`src/rtl/valve_sequencer_if.sv`:
```
// Signal bundle between the level sensors / water_level FSM and the valve sequencer.
interface valve_sequencer_if;
  logic [3:1] s_raw;
  logic [3:1] s_db;
  logic [3:0] req;
  logic [3:0] valve;
  logic       fault;
  logic       fault_clr;
  logic       busy;

  modport master (output s_raw, req, fault_clr, input s_db, valve, fault, busy);
  modport slave  (input s_raw, req, fault_clr, output s_db, valve, fault, busy);
endinterface

```
`src/rtl/valve_sequencer.sv`:
```
// Debounces the tank level sensors, checks their consistency and paces valve openings
// so that at most one valve opens per GAP_CYCLES window; closes take effect at once.
module valve_sequencer #(
  parameter int DEB_CYCLES = 16,
  parameter int GAP_CYCLES = 8
) (
  input  logic             clk,
  input  logic             reset_n,
  valve_sequencer_if.slave bus
);

  localparam int DW = $clog2(DEB_CYCLES);
  localparam int GW = (GAP_CYCLES > 1) ? $clog2(GAP_CYCLES) : 1;
  localparam logic [DW-1:0] DEB_LAST = DW'(DEB_CYCLES - 1);
  localparam logic [GW-1:0] GAP_LOAD = GW'(GAP_CYCLES - 1);

  typedef enum logic [1:0] {RUN, GAP, FAULT} state_t;

  logic [3:1]    sync_p0, sync_p1, s_db_r;
  logic [DW-1:0] deb_cnt [3:1];

  state_t        state, state_n;
  logic [3:0]    valve_r, valve_n;
  logic          fault_r, fault_n;
  logic          busy_r, busy_n;
  logic [GW-1:0] gap_cnt, gap_n;
  logic          invalid;
  logic [3:0]    tgt, pending, first;

  // Stage p0/p1: two-flop synchroniser, then per-bit run-length debounce
  always_ff @(posedge clk or negedge reset_n) begin
    if (!reset_n) begin
      sync_p0 <= '0;
      sync_p1 <= '0;
      s_db_r  <= '0;
      for (int i = 1; i <= 3; i++) deb_cnt[i] <= '0;
    end else begin
      sync_p0 <= bus.s_raw;
      sync_p1 <= sync_p0;
      for (int i = 1; i <= 3; i++) begin
        if (sync_p1[i] != s_db_r[i]) begin
          if (deb_cnt[i] == DEB_LAST) begin
            s_db_r[i]  <= ~s_db_r[i];
            deb_cnt[i] <= '0;
          end else begin
            deb_cnt[i] <= deb_cnt[i] + 1'b1;
          end
        end else begin
          deb_cnt[i] <= '0;
        end
      end
    end
  end

  // Levels must fill bottom-up: a higher sensor wet above a dry lower one is a fault
  assign invalid = (s_db_r[3] & ~s_db_r[2]) | (s_db_r[2] & ~s_db_r[1]);
  assign tgt     = bus.req & {4{~fault_r}};
  assign pending = tgt & ~valve_r;
  assign first   = pending & (~pending + 4'd1);

  // Stage p2: sequencer state and registered valve/fault/busy outputs
  always_ff @(posedge clk or negedge reset_n) begin
    if (!reset_n) begin
      state   <= RUN;
      valve_r <= '0;
      fault_r <= 1'b0;
      busy_r  <= 1'b0;
      gap_cnt <= '0;
    end else begin
      state   <= state_n;
      valve_r <= valve_n;
      fault_r <= fault_n;
      busy_r  <= busy_n;
      gap_cnt <= gap_n;
    end
  end

  always_comb begin
    state_n = state;
    valve_n = valve_r & tgt;
    fault_n = fault_r;
    gap_n   = gap_cnt;
    unique case (state)
      RUN: begin
        if (invalid) begin
          state_n = FAULT;
          fault_n = 1'b1;
          valve_n = '0;
          gap_n   = '0;
        end else if (pending != 4'd0) begin
          valve_n = valve_n | first;
          gap_n   = GAP_LOAD;
          if (GAP_CYCLES > 1) state_n = GAP;
        end
      end
      GAP: begin
        if (invalid) begin
          state_n = FAULT;
          fault_n = 1'b1;
          valve_n = '0;
          gap_n   = '0;
        end else begin
          gap_n = gap_cnt - 1'b1;
          if (gap_cnt == GW'(1)) state_n = RUN;
        end
      end
      FAULT: begin
        valve_n = '0;
        gap_n   = '0;
        fault_n = 1'b1;
        if (bus.fault_clr && !invalid) begin
          state_n = RUN;
          fault_n = 1'b0;
        end
      end
      default: state_n = RUN;
    endcase
    busy_n = ~fault_n & (|(bus.req & ~valve_n));
  end

  assign bus.s_db  = s_db_r;
  assign bus.valve = valve_r;
  assign bus.fault = fault_r;
  assign bus.busy  = busy_r;

endmodule

```
`src/flat_wrapper.sv`:
```
// flat-port wrapper written by rule: the top's interface ports become plain ports
module valve_sequencer_flat 
#(
  parameter int DEB_CYCLES = 16,
  parameter int GAP_CYCLES = 8
)
  (clk, reset_n, bus_s_raw, bus_req, bus_fault_clr, bus_s_db, bus_valve, bus_fault, bus_busy);
  valve_sequencer_if bus_i ();
  input  logic clk;
  input  logic reset_n;
  input wire logic [$bits(bus_i.s_raw)-1:0] bus_s_raw;
  input wire logic [$bits(bus_i.req)-1:0] bus_req;
  input wire logic [$bits(bus_i.fault_clr)-1:0] bus_fault_clr;
  output wire logic [$bits(bus_i.s_db)-1:0] bus_s_db;
  output wire logic [$bits(bus_i.valve)-1:0] bus_valve;
  output wire logic [$bits(bus_i.fault)-1:0] bus_fault;
  output wire logic [$bits(bus_i.busy)-1:0] bus_busy;
  assign bus_i.s_raw = bus_s_raw;
  assign bus_i.req = bus_req;
  assign bus_i.fault_clr = bus_fault_clr;
  assign bus_s_db = bus_i.s_db;
  assign bus_valve = bus_i.valve;
  assign bus_fault = bus_i.fault;
  assign bus_busy = bus_i.busy;
  valve_sequencer #(.DEB_CYCLES(DEB_CYCLES), .GAP_CYCLES(GAP_CYCLES)) u_core (.clk(clk), .reset_n(reset_n), .bus(bus_i));
endmodule
```
`config.mk`:
```
export PLATFORM = sky130hd
export DESIGN_NAME = valve_sequencer_flat
export DESIGN_NICKNAME = d
export VERILOG_FILES = /design/src/rtl/valve_sequencer_if.sv /design/src/rtl/valve_sequencer.sv /design/src/flat_wrapper.sv
export SDC_FILE = /design/constraint.sdc
export NUM_CORES = 1
export LEC_CHECK = 0
export CORE_MARGIN = 2
export CORE_UTILIZATION = 54
export DETAILED_ROUTE_END_ITERATION = 10
export PLACE_DENSITY = 0.82
export SLEW_MARGIN = 20
export SYNTH_ARGS = -nofsm -noshare
export SYNTH_HDL_FRONTEND = slang
export SYNTH_SLANG_ARGS = --single-unit
```
`constraint.sdc`:
```
create_clock -name clk -period 1.8 [get_ports clk]
set_input_delay 0.18 -clock clk [delete_from_list [all_inputs] [get_ports clk]]
set_output_delay 0.18 -clock clk [all_outputs]
set_load 0.05 [all_outputs]
```
# After elaboration in Yosys (flattened, before gate mapping)
# Index checks and enable logic that the tools add are counted.
totals:
  elab_cells: 83
  in_bits: 10
  output_inout_bits: 9
  ff_bits: 32
classes:
  n_reduce_logical: 12
  n_bitwise: 18
  add_sub_neg: 5
  n_eq_ne: 12
  n_mux: 23
ops:
  columns: ["op", "count"]
  rows:
  - ["2-to-1 mux 4 bit", 9]
  - ["bitwise AND 4 bit", 5]
  - ["adder 4 x 1 -> 4 bit (second input constant)", 4]
  - ["equality test 4 bit (second input constant)", 3]
  - ["inverter 4 bit", 3]
  - ["one-hot mux 4 bit (3 select lines)", 1]
  - ["2-to-1 mux 2 bit", 5]
  - ["2-to-1 mux 3 bit", 3]
  - ["one-hot mux 3 bit (3 select lines)", 1]
  - ["AND reduction 2 bit", 4]
  - ["!= test 3 x 1 -> 1 bit (second input constant)", 2]
  - ["one-hot mux 2 bit (3 select lines)", 1]
  - ["inverter 1 bit", 5]
  - ["bitwise OR 4 bit", 1]
  - ["nonzero test 4 bit", 1]
  - ["OR reduction 4 bit", 1]
  - ["bitwise AND 1 bit", 3]
  - ["equality test 3 x 1 -> 1 bit (second input constant)", 1]
  - ["!= test 1 bit", 3]
  - ["AND reduction 3 bit", 1]
  - ["nonzero test 3 bit", 1]
  - ["subtractor 3 x 1 -> 3 bit (second input constant)", 1]
  - ["equality test 2 x 1 -> 1 bit (second input constant)", 1]
  - ["equality test 2 bit (second input constant)", 1]
  - ["other kinds (8)", 9]

# Depth between registers and ports, before layout
# Gate-level depths: netlist of run 1.
depth:
  word_depth: 14
  depth_mapped: 8
  ltp_nobuf: 7

# Worst setup path after synthesis of run 1
# No wires, ideal clock.
synth_path:
  path_kind: "register to register"
  from: "reg u_core.s_db_r, in the netlist u_core.bus.s_db[2]"
  to: "reg u_core.busy_r, in the netlist u_core.bus.busy"
  stages_incl_launch_ff: 6
  synth_period_minus_slack_ps: 1754
  required_ps: 1658
  path_slack_ps: 46
  arrival_time_ps: 1612
  setup_time_ps: 142
  n_path_buf: 0
  cell_sequence: "dfrtp_1 -> nor2b_2 -> o32a_4 -> a21o_1 -> o21ai_1 -> a41oi_1"
synth_between:
  elab_chain_len: 9
  elab_cells_between_ends: 17
  classes_between: "6 x mux; 8 x bitwise; 3 x reduce/logical"
synth_rtl:
  columns: ["element", "line_no", "rtl"]
  rows:
  - ["start: declaration", "valve_sequencer.sv:19", "logic [3:1] sync_p0, sync_p1, s_db_r;"]
  - ["start signal: indexed assignment", "valve_sequencer.sv:43", "s_db_r[i] <= ~s_db_r[i];"]
  - ["inverter 1 bit", "valve_sequencer.sv:56", "assign invalid = (s_db_r[3] & ~s_db_r[2]) | (s_db_r[2] & ~s_db_r[1]);"]
  - ["bitwise AND 1 bit", "valve_sequencer.sv:56", null]
  - ["bitwise OR 1 bit *", "valve_sequencer.sv:56", null]
  - ["2-to-1 mux 4 bit (tied with other cells)", "valve_sequencer.sv:97", "if (invalid) begin"]
  - ["one-hot mux 4 bit (3 select lines) or logical AND 1 bit (tied branches)", "valve_sequencer.sv:83, valve_sequencer.sv:111", null]
  - ["inverter 4 bit or 2-to-1 mux 1 bit (tied branches)", "valve_sequencer.sv:118, valve_sequencer.sv:111", null]
  - ["bitwise AND 4 bit or one-hot mux 1 bit (2 select lines) (tied branches)", "valve_sequencer.sv:118, valve_sequencer.sv:83", null]
  - ["OR reduction 4 bit or inverter 1 bit (tied branches)", "valve_sequencer.sv:118", "busy_n = ~fault_n & (|(bus.req & ~valve_n));"]
  - ["bitwise AND 1 bit *", "valve_sequencer.sv:118", null]
  - ["net u_core.busy_n", "valve_sequencer.sv:25", "logic busy_r, busy_n;"]
  - ["end signal: assignment", "valve_sequencer.sv:73", "busy_r <= busy_n;"]
  - ["end: declaration", "valve_sequencer.sv:25", null]
# The timed path passes the listed nets; every way through them passes the cells marked *.
# A chain may end at the register's enable or synchronous reset.

# Worst setup path in the final report of run 1
layout_path:
  from: "reg u_core.state[0]"
  to: "reg u_core.busy_r, in the netlist u_core.bus.busy"
layout_between:
  elab_chain_len: 6
  elab_cells_between_ends: 11
  classes_between: "2 x eq/ne; 2 x mux; 4 x bitwise; 3 x reduce/logical"
layout_rtl:
  columns: ["element", "line_no", "rtl"]
  rows:
  - ["start: declaration", "valve_sequencer.sv:22", "state_t state, state_n;"]
  - ["start signal: assignment", "valve_sequencer.sv:70", "state <= state_n;"]
  - ["equality test 2 bit (tied with other cells)", "valve_sequencer.sv:83", "unique case (state)"]
  - ["one-hot mux 4 bit (3 select lines)", "valve_sequencer.sv:83", null]
  - ["inverter 4 bit", "valve_sequencer.sv:118", null]
  - ["bitwise AND 4 bit", "valve_sequencer.sv:118", null]
  - ["OR reduction 4 bit", "valve_sequencer.sv:118", null]
  - ["bitwise AND 1 bit *", "valve_sequencer.sv:118", null]
  - ["net u_core.busy_n", "valve_sequencer.sv:25", null]
# Marked as above.

==> impl_summary.md, run 1 <==
Floorplanning
The initial utilization of the core area, before any placement, comes to 0.574. The die width is 58.1 um. The cell row count is 19. The die area is 3380 sq um. The height of the die is 58.1 um.

During I/O placement, the number of pins put on the boundary was 19. The standard cell core area is 2760 sq um.

Yosys
The synthesized netlist contains 35 unique library cells. The cell count after synthesis came out at 142. After synthesis the cells add up to 1580 sq um. The share of the yosys chip area belonging to registers is 0.506.

Among all flip-flop cells after synthesis, the most frequent one is dfrtp_1. After synthesis, the share of flip-flops with an asynchronous set or reset is 1.00. The flip-flop and latch count after synthesis is 32. During synthesis, Yosys emitted a total of 0 warnings. The number of nets handed over by synthesis was 161. The number of flops mapped to enable cells by yosys is 0. Averaged over all synthesized cells, the footprint is 11.1 sq um.

Power and ir drop
The worst vdd rail ir drop is 762 uV. The cell area power density is 1160 nW/um^2. Summing internal, switching and leakage power gives 2.19 mW. The combinational cell fraction of total power is 0.410. In this run the static leakage power is 0.869 nW. The net switching component of the power is 826 uW. The share of total power dissipated in the clock network is 0.170. The internal power contribution is 1.36 mW. Of the total power, the share spent switching nets is 0.378. Of the total power, registers draw 0.419.

CTS
The master cell of the clock root buffer is clkbuf_4. The number of hold buffers added after CTS was 0. The number of H-tree levels is 2. The clock latency on the worst-skew pair is 0.34 ns.

The number of sinks on the clock net is 32. Clock-pin slew was measured on the worst setup and hold paths at 0.10 ns. Counting the buffers created by CTS gives 5. The CTS tree is done. The maximum root-to-sink buffer count is 2.

Finish
The area overhead of the layout relative to synthesis is 19.6%. The final antenna diode count is 0. In the layout the commonest cells are dfrtp_1, clkdlybuf4s50_1, a21oi_1, inv_1, nor2_1.

The area taken by multi-input logic gates is 761 sq um. Across the whole layout, storage elements account for 801 sq um. For this run, the post-layout net count is 189. Of the cells placed in the final design, the portion with a size suffix greater than 1 is 0.159. Excluding fillers, the count of instances in the completed layout stands at 201. The library cell used most frequently in the layout, excluding fill and tap cells, is dfrtp_1.

The number of fill cells is 209.

Routing
The post-route antenna net violation count is 0. The routed wire length is 3.06 mm. Using the TritonRoute via totals, the vias-per-cell ratio works out to 5.85. The first routing iteration left 50 violations.

The post-detailed-route wirelength per cell is 15.2 um. The first-pass iteration count of the detailed router is 4. The number of vias in the routed layout is 1,176. After detailed routing, the number of remaining DRC violations is 0.

STA
The minimum hold slack is 0.230 ns. Setup violations remaining at the end of the flow were counted as 0. The total count of max-transition violations in the final report is 0.

The final period utilization is 0.992. The fmax is 560 MHz. Headroom to the max-slew limit came out at 0.667. The worst-case clock skew is 0.0134 ns.

The worst setup margin is 0.0149 ns. Setup repair after global routing could not meet its margin everywhere. For the pin with the worst max-slew slack, the measured transition is 0.499 ns. The minimum clock period after layout is 1.79 ns. The final number of hold-violating endpoints is 0.

Placement
The detailed-placement wirelength estimate is 2.17 mm. The total placed cells including tap cells is 194. Input and output buffers added on the ports amount to 18. At the end of routability-driven placement, the weighted congestion stood at 0.939. Before CTS, the worst setup slack after placement is 0.0148 ns.

Global routing
For this run the aggregate overflow at the end of global routing stands at 0. The first global-routing pass estimated 5.06 mm of wire. The overall global routing resource usage is 0.201. The number of antenna violations at the first check in global routing is 0. The number of global-route vias before repair was 1,178. The largest net degree at the start of global routing is 33.

Setup path
The length in cells of the worst reg-to-reg path is 6. Across all register-to-register paths, the minimum setup slack is 0.01 ns. The kind of critical path is flop to flop.

STA classifies the critical path endpoint as a flop. The required time at the worst-slack endpoint is 1.99 ns. The critical path goes through ha_2, nand2b_4, nor4b_4, a31oi_1, o21ai_1, a41oi_1. The largest fanout on the critical path is 5. The buffer and inverter count on the worst path is 0. The origin of the critical flop-to-flop path is u_core.state[0]$_DFFE_PN0P_.

The worst register-to-register path ends at u_core.bus.busy$_DFF_PN0_. The family of cells with the greatest summed delay on the critical path is simple AND/OR/NAND/NOR gates. STA classifies the critical path startpoint as a flop. The data arrival time at the worst-slack endpoint is 1.98 ns. The cell type of the slowest stage on the worst timing path is dfrtp_1.

For this run, the slowest stage of the critical path takes 0.44 ns.

Flow run
The max-cap check violation count is 0.

Min path
The type of the most critical hold path is primary input to asynchronous set/reset pin.

Status
The run finished with clean final reports.
-- state kept, by name (all words and copies together), names as in the netlist --
name              flops
u_core.deb_cnt       12
u_core.bus.fault      1
u_core.state          2
u_core.bus.busy       1
u_core.sync_p1        3
u_core.gap_cnt        3
u_core.bus.valve      4
u_core.bus.s_db       3
u_core.sync_p0        3
-- how the worst max path moves through the flow --
stage	start	slack (ns)	cells past startpoint	endpoint
after CTS	u_core.bus.s_db[3]$_DFFE_PN0P_	0.02	1	bus_s_db[2]
after global placement	u_core.state[0]$_DFFE_PN0P_	0.11	7	u_core.bus.busy$_DFF_PN0_
after global routing	u_core.state[0]$_DFFE_PN0P_	-0.05	6	u_core.bus.busy$_DFF_PN0_
after floorplan	u_core.bus.s_db[2]$_DFFE_PN0P_	0.05	5	u_core.bus.busy$_DFF_PN0_
after detailed placement	u_core.state[1]$_DFFE_PN0P_	0.01	7	u_core.bus.busy$_DFF_PN0_
final	u_core.state[0]$_DFFE_PN0P_	0.01	6	u_core.bus.busy$_DFF_PN0_
-- cell families after synthesis --
group | Yosys count | share of synthesized area
xor+xnor | 6 | 0.0332
mux | 3 | 0.0214
fa+ha+maj | 9 | 0.0712
flops | 32 | 0.506
simple gates | 39 | 0.165
compound gates | 42 | 0.176
buf+inv | 11 | 0.0269
-- routing by layer --
metal	vias to the layer above	share of wire	GRT usage	wire (um)
met5	-	0	0	0
met4	0	0.020	0.120	62
met3	9	0.071	0.0469	218
met2	45	0.49	0.333	1500
met1	561	0.42	0.236	1280
li1	561	-	-	-
-- power by group through the flow --
stage	clock network (mW)	registers, mW	logic, mW
6_report	0.372	0.916	0.897
5_1_grt	0.411	0.932	0.978
4_1_cts	0.384	0.910	0.837
3_5_place_dp	0	0.921	0.834
3_3_place_gp	0	0.917	0.797
2_1_floorplan	0	1.03	0.484
-- synthesized netlist by cell type (2+ instances only) --
library cell	instances	area share
a22oi_1	2	0.0095
inv_1	10	0.024
ha_1	9	0.071
nor2_1	8	0.019
nand4b_1	3	0.017
nor2b_1	4	0.016
mux2_2	3	0.021
a21oi_1	10	0.032
nand2_1	4	0.0095
a31oi_1	3	0.012
dfrtp_1	32	0.51
xnor2_1	6	0.033
a21o_1	2	0.0095
a41oi_1	2	0.011
nand2b_1	5	0.020
o31ai_1	3	0.014
nor3b_1	6	0.028
o21ai_1	5	0.016
nand3_1	3	0.0095
o21ai_0	7	0.022
-- per-stage QoR --
step                      utilization  area, sq um  setup TNS [ns]
after global routing            0.686         1890         -0.0546
after detailed placement        0.659         1820               0
after global placement          0.659         1820               0
after CTS                       0.677         1870               0
after floorplan                     -         1580               0
final                           0.686         1890               0
-- area by class of cell --
cell class / instances / share of cell area
Inverter: 10 / 0.0198
Timing Repair Buffer: 22 / 0.110
Sequential cell: 32 / 0.423
Clock inverter: 1 / 0.00265
Multi-Input combinational cell: 99 / 0.402
Clock buffer: 6 / 0.0218
Tap cell: 31 / 0.0205
-- timing repair --
| action | CTS | global route |
|---|---|---|
| pin swaps | 0 | 2 |
| buffers inserted | 0 | 0 |
| setup endpoints to repair | 1 | 3 |
| gates resized for setup | 1 | 6 |
No activity file was read; power rests on OpenSTA's default activity.
==> inputs of run 2 (changes only) <==
Settings changed: SKIP_LAST_GASP set to 1.
Clock period 1.8 ns to 1.9 ns, I/O delays scaled along.
==> run 2 against run 1 <==
Fmax fell by 0.64%. Flip-flop and latch count did not move. Worst hold slack improved by 0.0069 ns. Total power fell by 1.0%. Clock skew fell by 0.0022 ns. First-iteration DRC count rose by 36%. Critical path type unchanged. Largest power group unchanged. Highest routed layer unchanged.
==> impl_summary.md, run 2 (synthesis results as in run 1) <==
STA
The minimum clock period after layout was 1.80 ns (was 1.79 ns). The actual slew at the worst max-slew pin is 0.504 ns (was 0.499 ns). The worst slew slack as a fraction of its limit is 0.663 (was 0.667).

The total count of max-transition violations in the final report is 0 (unchanged). The final period utilization is 0.946 (was 0.992). Unrepaired setup endpoints after global routing: yes (unchanged). The worst-case clock skew is 0.0112 ns (was 0.0134 ns). The number of failing setup endpoints in the final timing report is 0 (unchanged). The minimum hold slack was 0.237 ns (was 0.230 ns). The fmax came to 557 MHz (was 560 MHz). The final number of hold-violating endpoints was 0 (unchanged). The worst setup margin is 0.103 ns (was 0.0149 ns).

Flow run
The max-cap check violation count came to 0 (unchanged).

Setup path
The data arrival time at the worst-slack endpoint came to 1.99 ns (was 1.98 ns). The type of element capturing the critical path is a flop (unchanged). The maximum cell stage delay along the critical path is 0.42 ns (was 0.44 ns). The required time at the worst-slack endpoint is 2.09 ns (was 1.99 ns). Critical Path, Cell by Cell: ha_1, nand2b_1, nor4b_4, a31oi_1, o21ai_1, a41oi_1 (was ha_2, nand2b_4, nor4b_4, a31oi_1, o21ai_1, a41oi_1).

The kind of critical path is flop to flop (unchanged). The largest fanout on the critical path is 5 (unchanged). The kind of start point of the critical path was a flop (unchanged). The cell type of the slowest stage on the worst timing path is dfrtp_1 (unchanged).

Finish
The flip-flop count of the largest register after layout is 12 (unchanged). The number of fill cells came to 212 (was 209). The area overhead of the layout relative to synthesis is 19.9% (was 19.6%). The non-filler instance count after layout is 200 (was 201). The final antenna diode count is 0 (unchanged). The largest register by flop count was u_core.deb_cnt (unchanged). Commonest cells after routing, fill and taps aside: dfrtp_1, clkdlybuf4s50_1, inv_1, a21oi_1 (was dfrtp_1, clkdlybuf4s50_1, a21oi_1, inv_1, nor2_1). The share of post-route cells with drive strength above 1 is 0.118 (was 0.159). The number of nets in the layout is 187 (was 189). The most common library cell in the layout ignoring fill and taps is dfrtp_1 (unchanged). The area taken by multi-input logic gates is 741 sq um (was 761 sq um). The area taken by flip-flops and latches is 801 sq um (unchanged).

Routing
The post-route antenna net violation count was 0 (unchanged). The initial detailed-routing violation count was 68 (was 50). The final routed DRC violation total is 0 (unchanged). The per-cell via count in the routed design was 5.86 (was 5.85). The number of vias in the routed layout came to 1,172 (was 1,176).

The routed wire length was 3.00 mm (was 3.06 mm). The first-pass iteration count of the detailed router is 4 (unchanged). The post-detailed-route wirelength per cell is 15.0 um (was 15.2 um).

CTS
The number of sinks on the clock net came to 32 (unchanged). The number of H-tree levels was 2 (unchanged). The clock input transition at the sequential cells of the worst setup and hold paths was 0.09 ns (was 0.10 ns).

The hold-fix buffer count after cts came to 0 (unchanged). The post-CTS repair timing setup buffer count is 0 (unchanged). The CTS tree was done (unchanged). The number of instances resized during post-cts repair is 0 (was 1). The clock latency on the worst-skew pair is 0.33 ns (was 0.34 ns). The maximum root-to-sink buffer count was 2 (unchanged). The TritonCTS buffer count came to 5 (unchanged). The master cell of the clock root buffer is clkbuf_4 (unchanged).

Power and ir drop
The combinational cell fraction of total power came to 0.368 (was 0.410). The internal power contribution came to 1.39 mW (was 1.36 mW). The switching fraction of total power was 0.356 (was 0.378). The sequential share of power came to 0.400 (was 0.419). The post-layout total power is 2.16 mW (was 2.19 mW). The net switching component of the power is 769 uW (was 826 uW). The cell area power density is 1140 nW/um^2 (was 1160 nW/um^2).

The part of the power in the clock network is 0.232 (was 0.170). The worst vdd rail ir drop is 862 uV (was 762 uV). The leakage component of the power was 0.891 nW (was 0.869 nW).

Global routing
The overall global routing resource usage is 0.205 (was 0.201). The number of global-route vias before repair is 1,136 (was 1,178). The overall overflow remaining after global route is 0 (unchanged). The largest net degree at the start of global routing is 33 (unchanged).

The number of antenna violations at the first check in global routing is 0 (unchanged). The wire length of the first global-routing pass is 5.11 mm (was 5.06 mm).

Status
Run status: finished, final reports clean (unchanged).

Placement
The number of buffers added on ports is 18 (unchanged). The last weighted congestion value of the routability-driven placer was 0.953 (was 0.939). The detailed-placement wirelength estimate came to 2.18 mm (was 2.17 mm).

The total placed cells including tap cells was 192 (was 194). The worst-case setup slack after placement is 0.0669 ns (was 0.0148 ns).

Min path
The type of the most critical hold path is primary input to asynchronous set/reset pin (unchanged).

Floorplanning
The die width is 58.1 um (unchanged). The number of primary I/O pins is 19 (unchanged). The effective utilization at floorplan is 0.574 (unchanged). The cell row count came to 19 (unchanged).

The die area was 3380 sq um (unchanged). The standard cell core area is 2760 sq um (unchanged). The height of the die was 58.1 um (unchanged).
run 2: worst max-delay path, delay by kind of cell, from the launching register on:
kind / cells / cell delay, ns
and+or+nand+nor: 2 / 0.52
AOI/OAI and AO/OA: 3 / 0.45
DFF: 1 / 0.42
adders and majority gates: 1 / 0.27
run 2: per-layer routing:
metal  global-route usage  routed length, um
met1                0.242               1260
met3               0.0759                189
met2                0.336               1500
met5                    0                  0
met4               0.0897                 48
run 2: through the flow:
step	area, sq um	utilization	TNS, ns
floorplan	1580	-	0
global placement	1810	0.657	0
detailed placement	1810	0.657	0
CTS	1890	0.684	0
global route	1900	0.688	-0.0316
finish	1900	0.688	0
run 2: final cells by class:
cell class / count / area share
multi-input cells: 99 / 0.391
flip-flops and latches: 32 / 0.422
clock inverters: 2 / 0.0185
well taps: 31 / 0.0204
clock buffers: 6 / 0.0218
inverters: 10 / 0.0198
repair buffers: 20 / 0.107
run 2: power groups by stage:
stage | sequential, mW | clock [mW] | combinational, mW
5_1_grt | 0.878 | 0.557 | 0.873
6_report | 0.865 | 0.502 | 0.796
2_1_floorplan | 0.974 | 0 | 0.458
4_1_cts | 0.863 | 0.516 | 0.794
3_3_place_gp | 0.868 | 0 | 0.751
3_5_place_dp | 0.875 | 0 | 0.781
run 2: worst paths after layout:
| check | from | to | slack (ns) | cells past startpoint |
|---|---|---|---|---|
| min in group clk | bus_s_raw[2] | u_core.sync_p0[3]$_DFF_PN0_ | 0.29 | 1 |
| worst min register to register | u_core.sync_p0[3]$_DFF_PN0_ | u_core.sync_p1[3]$_DFF_PN0_ | 0.36 | 0 |
| worst max register to register | u_core.state[0]$_DFFE_PN0P_ | u_core.bus.busy$_DFF_PN0_ | 0.10 | 6 |
| worst max-delay path | u_core.state[0]$_DFFE_PN0P_ | u_core.bus.busy$_DFF_PN0_ | 0.10 | 6 |
| worst min-delay path | reset_n | u_core.bus.busy$_DFF_PN0_ | 0.24 | 2 |
| max in group asynchronous | reset_n | u_core.bus.s_db[1]$_DFFE_PN0P_ | 1.37 | 2 |
==> inputs of run 3 (changes only) <==
Settings changed: CAP_MARGIN set to 10.
==> results of run 3 <==
Final layout, timing and power as in run 2 (identical DEF).
